===== config.mk =====
export PLATFORM = sky130hd
export DESIGN_NAME = imem_loader
export DESIGN_NICKNAME = d
export VERILOG_FILES = /design/src/rtl/imem_loader_pkg.sv /design/src/rtl/imem_loader_byte_assembler.sv /design/src/rtl/imem_loader.sv
export SDC_FILE = /design/constraint.sdc
export NUM_CORES = 1
export LEC_CHECK = 0
export CAP_MARGIN = 0
export CELL_PAD_IN_SITES_DETAIL_PLACEMENT = 1
export CELL_PAD_IN_SITES_GLOBAL_PLACEMENT = 2
export CORE_ASPECT_RATIO = 0.8
export CORE_MARGIN = 2
export CORE_UTILIZATION = 24
export CTS_BUF_LIST = sky130_fd_sc_hd__clkbuf_2 sky130_fd_sc_hd__clkbuf_4 sky130_fd_sc_hd__clkbuf_8
export DETAILED_ROUTE_END_ITERATION = 7
export GPL_ROUTABILITY_DRIVEN = 0
export PLACE_DENSITY_LB_ADDON = 0.1
export SLEW_MARGIN = 20
export SYNTH_ARGS = -nofsm -noshare
export SYNTH_HDL_FRONTEND = slang
export SYNTH_SLANG_ARGS = --single-unit

===== constraint.sdc =====
create_clock -name clk -period 1.71 [get_ports clk]
set_input_delay 0.513 -clock clk [delete_from_list [all_inputs] [get_ports clk]]
set_output_delay 0.513 -clock clk [all_outputs]
set_load 0.05 [all_outputs]

===== src/rtl/imem_loader_pkg.sv =====
// imem_loader_pkg: shared constants and FSM state type for the instruction-memory loader.
package imem_loader_pkg;
  localparam int ADDR_W_DEFAULT = 8;
  localparam int BYTES_PER_WORD = 4;
  typedef enum logic [1:0] {IDLE, RECV, WRITE, FINISH} loaderState_e;
endpackage


===== src/rtl/imem_loader_byte_assembler.sv =====
// byte_assembler: collects program bytes MSB-first into a 32-bit instruction word.
module byte_assembler
  import imem_loader_pkg::*;
(
  input  logic        clk,
  input  logic        rst,
  input  logic        clear,
  input  logic        load,
  input  logic [7:0]  byteIn,
  output logic [31:0] word,
  output logic        full
);
  logic [1:0] idx;
  always_ff @(posedge clk)
    if (rst || clear) begin
      idx  <= '0;
      word <= '0;
    end else if (load) begin
      idx  <= idx + 2'd1;
      word <= {word[23:0], byteIn};
    end
  // full flags that the next accepted byte completes the word
  assign full = idx == 2'(BYTES_PER_WORD - 1);
endmodule


===== src/rtl/imem_loader.sv =====
// imem_loader: streams program bytes into instruction memory while holding the CPU.
module imem_loader
  import imem_loader_pkg::*;
#(
  parameter int ADDR_W = ADDR_W_DEFAULT,
  parameter int LEN_W  = ADDR_W + 1
) (
  input  logic             clk,
  input  logic             rst,
  input  logic             start,
  input  logic [LEN_W-1:0] len,
  input  logic             byte_valid,
  input  logic [7:0]       byte_data,
  output logic             byte_ready,
  output logic             mem_we,
  output logic [31:0]      mem_addr,
  output logic [31:0]      mem_wdata,
  output logic             cpu_hold,
  output logic             busy,
  output logic             done
);
  localparam logic [63:0] DEPTH = 64'd1 << ADDR_W;
  loaderState_e state;
  logic [ADDR_W-1:0] wordIdx, lastIdx;
  logic zeroDone, xfer, full, accept;
  assign accept     = state == IDLE && start && len != '0;
  assign byte_ready = state == RECV && !rst;
  assign mem_we     = state == WRITE && !rst;
  assign xfer       = byte_valid && byte_ready;
  assign busy       = state == RECV || state == WRITE;
  assign cpu_hold   = busy;
  assign done       = state == FINISH || zeroDone;
  byte_assembler u_asm (
    .clk    (clk),
    .rst    (rst),
    .clear  (accept),
    .load   (xfer),
    .byteIn (byte_data),
    .word   (mem_wdata),
    .full   (full)
  );
  // lastIdx holds the final word index, so oversize lengths clamp to the memory depth
  always_ff @(posedge clk)
    if (rst) begin
      state    <= IDLE;
      wordIdx  <= '0;
      lastIdx  <= '0;
      mem_addr <= '0;
      zeroDone <= 1'b0;
    end else begin
      zeroDone <= state == IDLE && start && len == '0;
      case (state)
        IDLE:
          if (accept) begin
            state   <= RECV;
            wordIdx <= '0;
            lastIdx <= 64'(len) > DEPTH ? '1 : ADDR_W'(len - LEN_W'(1));
          end
        RECV:
          if (xfer && full) begin
            state    <= WRITE;
            mem_addr <= 32'({wordIdx, 2'b00});
          end
        WRITE:
          if (wordIdx == lastIdx) state <= FINISH;
          else begin
            wordIdx <= wordIdx + ADDR_W'(1);
            state   <= RECV;
          end
        default: state <= IDLE;
      endcase
    end
endmodule


==> summary.md <==
| Metric | Value |
|---|---|
| RSZ-0062 raised after global routing | `yes` |
| CTS Hold Bufs | `0` |
| Drt drc | `0` |
| Final setup viols | `6` |
| Post-Synth Adder-Cell Area | `3.96%` |
| Fin area | `0.00501 mm^2` |
| Yosys cell types | `41` |
| Status | `finished, violations left` |
| Syn-to-layout area delta | `76.1%` |
| Routed WL per cell | `14.1 um` |
| Internal power | `3470 uW` |
| Mux cell area share after synthesis | `1.10%` |
| Final Skew | `0.00837 ns` |
| Total net switching power | `2000 uW` |
| Filler cell count | `1304` |
| HP Class | `flop to flop` |
| Worst r2r dst | `wordIdx[6]` |
| Syn Inst Count | `352` |
| Pwr Density | `1090 mW/mm^2` |
| Final Cycle Share | `108%` |
| Synth Area in Simple Gates | `22.6%` |
| Max IR drop VDD | `1.58 mV` |
| Post-Synth XOR/XNOR Area | `4.93%` |
| Top post-synthesis cells by area | `dfxtp_1, nand2_1, a21oi_1, buf_4, xnor2_1` |
| Yosys Warn Count | `0` |
| CP endpoint kind | `primary output` |
| Reg2reg start | `wordIdx[0]` |
| Width of the die | `126 um` |
| Leading area contributor after synthesis | `dfxtp_1` |
| Violation count after the first detailed-route iteration | `92` |
| Max H-tree Level | `3` |
| Vias per std cell | `4.28` |
| Final WS setup | `-0.143 ns` |
| #FFs+latches synth | `61` |
| Hold WS | `0.471 ns` |
| Die area | `0.0127 mm^2` |
| Vias | `2689` |
| Fraction of layout cells with a size suffix above 1 | `38.3%` |
| Initial core utilization | `24.7%` |
| Vias in the first global route | `2698` |
| Drt first pass iters | `4` |
| CP max FO | `3` |
| Max incr delay on CP | `0.37 ns` |
| Clock Path Buffers | `2` |
| DP Area | `0.00437 mm^2` |
| Failing checks | `negative setup slack` |
| Initial antenna violation count | `0` |
| Clock Sinks | `61` |
| Post-synthesis compound-gate area fraction | `13.7%` |
| Critical path cell sequence | `inv_4 > buf_6 > ha_4 > nor2b_4 > buf_12` |
| Root buf cell | `clkbuf_8` |
| Post-Route WL | `8890 um` |
| Share of the synthesized area in the top cell type | `42.9%` |
| Leak pwr | `0.00191 uW` |
| Fin nets | `506` |
| Post-synthesis instance area | `0.00284 mm^2` |
| Largest family of logic cells by synthesized area | `simple AND/OR/NAND/NOR gates` |
| CP Class | `flop to primary output` |
| Clk pwr share | `23.0%` |
| Min-delay src | `u_asm.idx[1]` |
| CP required | `1.20 ns` |
| R2R Setup Slk | `-0.08 ns` |
| Total chip power | `5470 uW` |
| GR Overflow Total | `0` |
| Fin crit period | `1.85 ns` |
| Sw frac | `36.5%` |
| CTS tree | `yes` |
| Number of port buffers | `65` |
| Mean Syn Cell Area | `8.08 um^2` |
| Logic pwr share | `47.7%` |
| Met1 global-route usage | `20.0%` |
| Clock Latency Late Sink | `0.34 ns` |
| Die height | `101 um` |
| Max_cap viols | `0` |
| Largest net degree at the start of global routing | `34` |
| CP arrival | `1.34 ns` |
| CTS buffer count | `9` |
| Fmax | `0.540 GHz` |
| Crit-path slowest cell | `dfxtp_4` |
| Met3 Usage GRT | `3.43%` |
| Most Crowded Layer GR | `met2` |
| Rows | `35` |
| Clock transition at path regs | `0.07 ns` |
| Reg2Reg Depth | `7` |
| Hold path depth | `2` |
| Crit path launch type | `flop` |
| ANT cells | `0` |
| GRT met2 Usage | `20.9%` |
| Final Hold Violating Endpoints | `0` |
| Most common cell after layout, fill and taps aside | `nand2_1` |
| Seq/Total Area, Yosys | `42.9%` |
| Register share of total power | `29.3%` |
| DP HPWL | `6160 um` |
| Max-slew violations | `0` |
| Worst hold path endpoint | `u_asm.idx[1]` |
| Post-route ant nets | `0` |
| Most frequent cells in the layout | `nand2_1, dfxtp_1, buf_4` |
| Total core area | `0.0115 mm^2` |
| First-pass GRT wire length | `14000 um` |
| Total GRT Usage | `14.1%` |
| I/O pins | `90` |
how the worst max path moves through the flow:
stage          slack [ns]         end  depth (start not counted)  startpoint
5_1_grt             -0.21  byte_ready                          5    state[1]
3_3_place_gp        -0.66  wordIdx[3]                          7      len[0]
3_5_place_dp        -0.73  wordIdx[2]                          8      len[0]
6_report            -0.14  byte_ready                          5    state[1]
2_1_floorplan       -0.07  wordIdx[3]                          6      len[0]
4_1_cts             -0.17  byte_ready                          5    state[1]
flip-flops by register name, summed over array words and instances, names as in the netlist:
name,flops
u_asm.idx,2
wordIdx,8
mem_addr,8
state,2
zeroDone,1
u_asm.word,32
lastIdx,8
per-layer routing:
metal | vias to the layer above | part of all wire [%]
li1 | 1358 | -
met1 | 1260 | 51
met2 | 66 | 44
met3 | 5 | 4.1
met4 | 0 | 1.1
met5 | - | 0
logic make-up (layout without fill, tap and decap cells):
group | after synthesis | after routing
flip-flops | 61 | 61
AND/OR/NAND/NOR | 144 | 144
buffers and inverters | 53 | 158
other | 1 | 24
XOR/XNOR | 16 | 16
AO/OA/AOI/OAI | 65 | 65
adder cells (fa/ha/maj) | 9 | 9
multiplexers | 3 | 3
power groups by stage:
| stage | Combinational [uW] | Clock [uW] | Sequential, uW |
|---|---|---|---|
| final | 2610 | 1260 | 1600 |
| after detailed placement | 1930 | 0 | 1610 |
| after CTS | 2360 | 1310 | 1590 |
| after global routing | 2790 | 1380 | 1610 |
| after floorplan | 1150 | 0 | 1620 |
| after global placement | 1900 | 0 | 1610 |
critical path: cells and delay by family (launching register included):
kind,cells,cell delay [ns]
flip-flops,1,0.37
AND/OR/NAND/NOR,1,0.19
adder cells (fa/ha/maj),1,0.13
buffers and inverters,3,0.30
area by class of cell:
cell class                 instances  area [um^2]  area share, %
timing repair buffer             132         1710           34.1
multi-input combinational        261         1650           32.9
sequential                        61         1240           24.7
tap                              148          185           3.70
clock buffer                      10          131           2.62
clock inverter                     5         52.6           1.05
inverter                          11         46.3          0.924
cells in the mapped netlist:
master,count
xnor2_1,13
buf_4,26
nor2_1,18
a21oi_1,45
nor3b_1,1
or3_1,2
or4b_2,1
a22o_1,1
and3b_1,1
mux2i_1,2
conb_1,1
ha_1,9
nor4_1,2
inv_1,11
nor4_4,1
nor2b_1,1
nor3_1,5
dfxtp_1,61
buf_2,5
a2bb2oi_1,1
nor4b_1,1
and2b_1,1
mux2_2,1
xor2_1,3
or4_1,3
clkbuf_1,11
and2_1,3
a41oi_2,1
nor2_2,1
o31a_1,1
or2_1,1
nand2_1,92
o21ai_0,4
o32ai_1,1
nand2b_1,2
a211o_1,1
o32ai_2,1
a211oi_1,9
or2_2,2
nand3_1,5
nand4_1,1
repair_timing:
action | CTS | global route
cloned | 3 | 0
pin swaps | 9 | 18
buffers inserted | 10 | 6
resized for setup | 73 | 33
hold endpoints to repair | 0 | 0
setup endpoints to repair | 58 | 40
per-stage QoR:
step	utilization, %	worst slack [ns]	std cells	TNS (ns)
detailed placement	38.0	-0.734	596	-37.48
CTS	42.3	-0.167	624	-1.31
floorplan	-	-0.0689	375	-0.150
global placement	38.0	-0.664	596	-35.92
global route	43.5	-0.209	628	-1.42
finish	43.5	-0.143	628	-0.636
No activity file was read; power rests on OpenSTA's default activity.
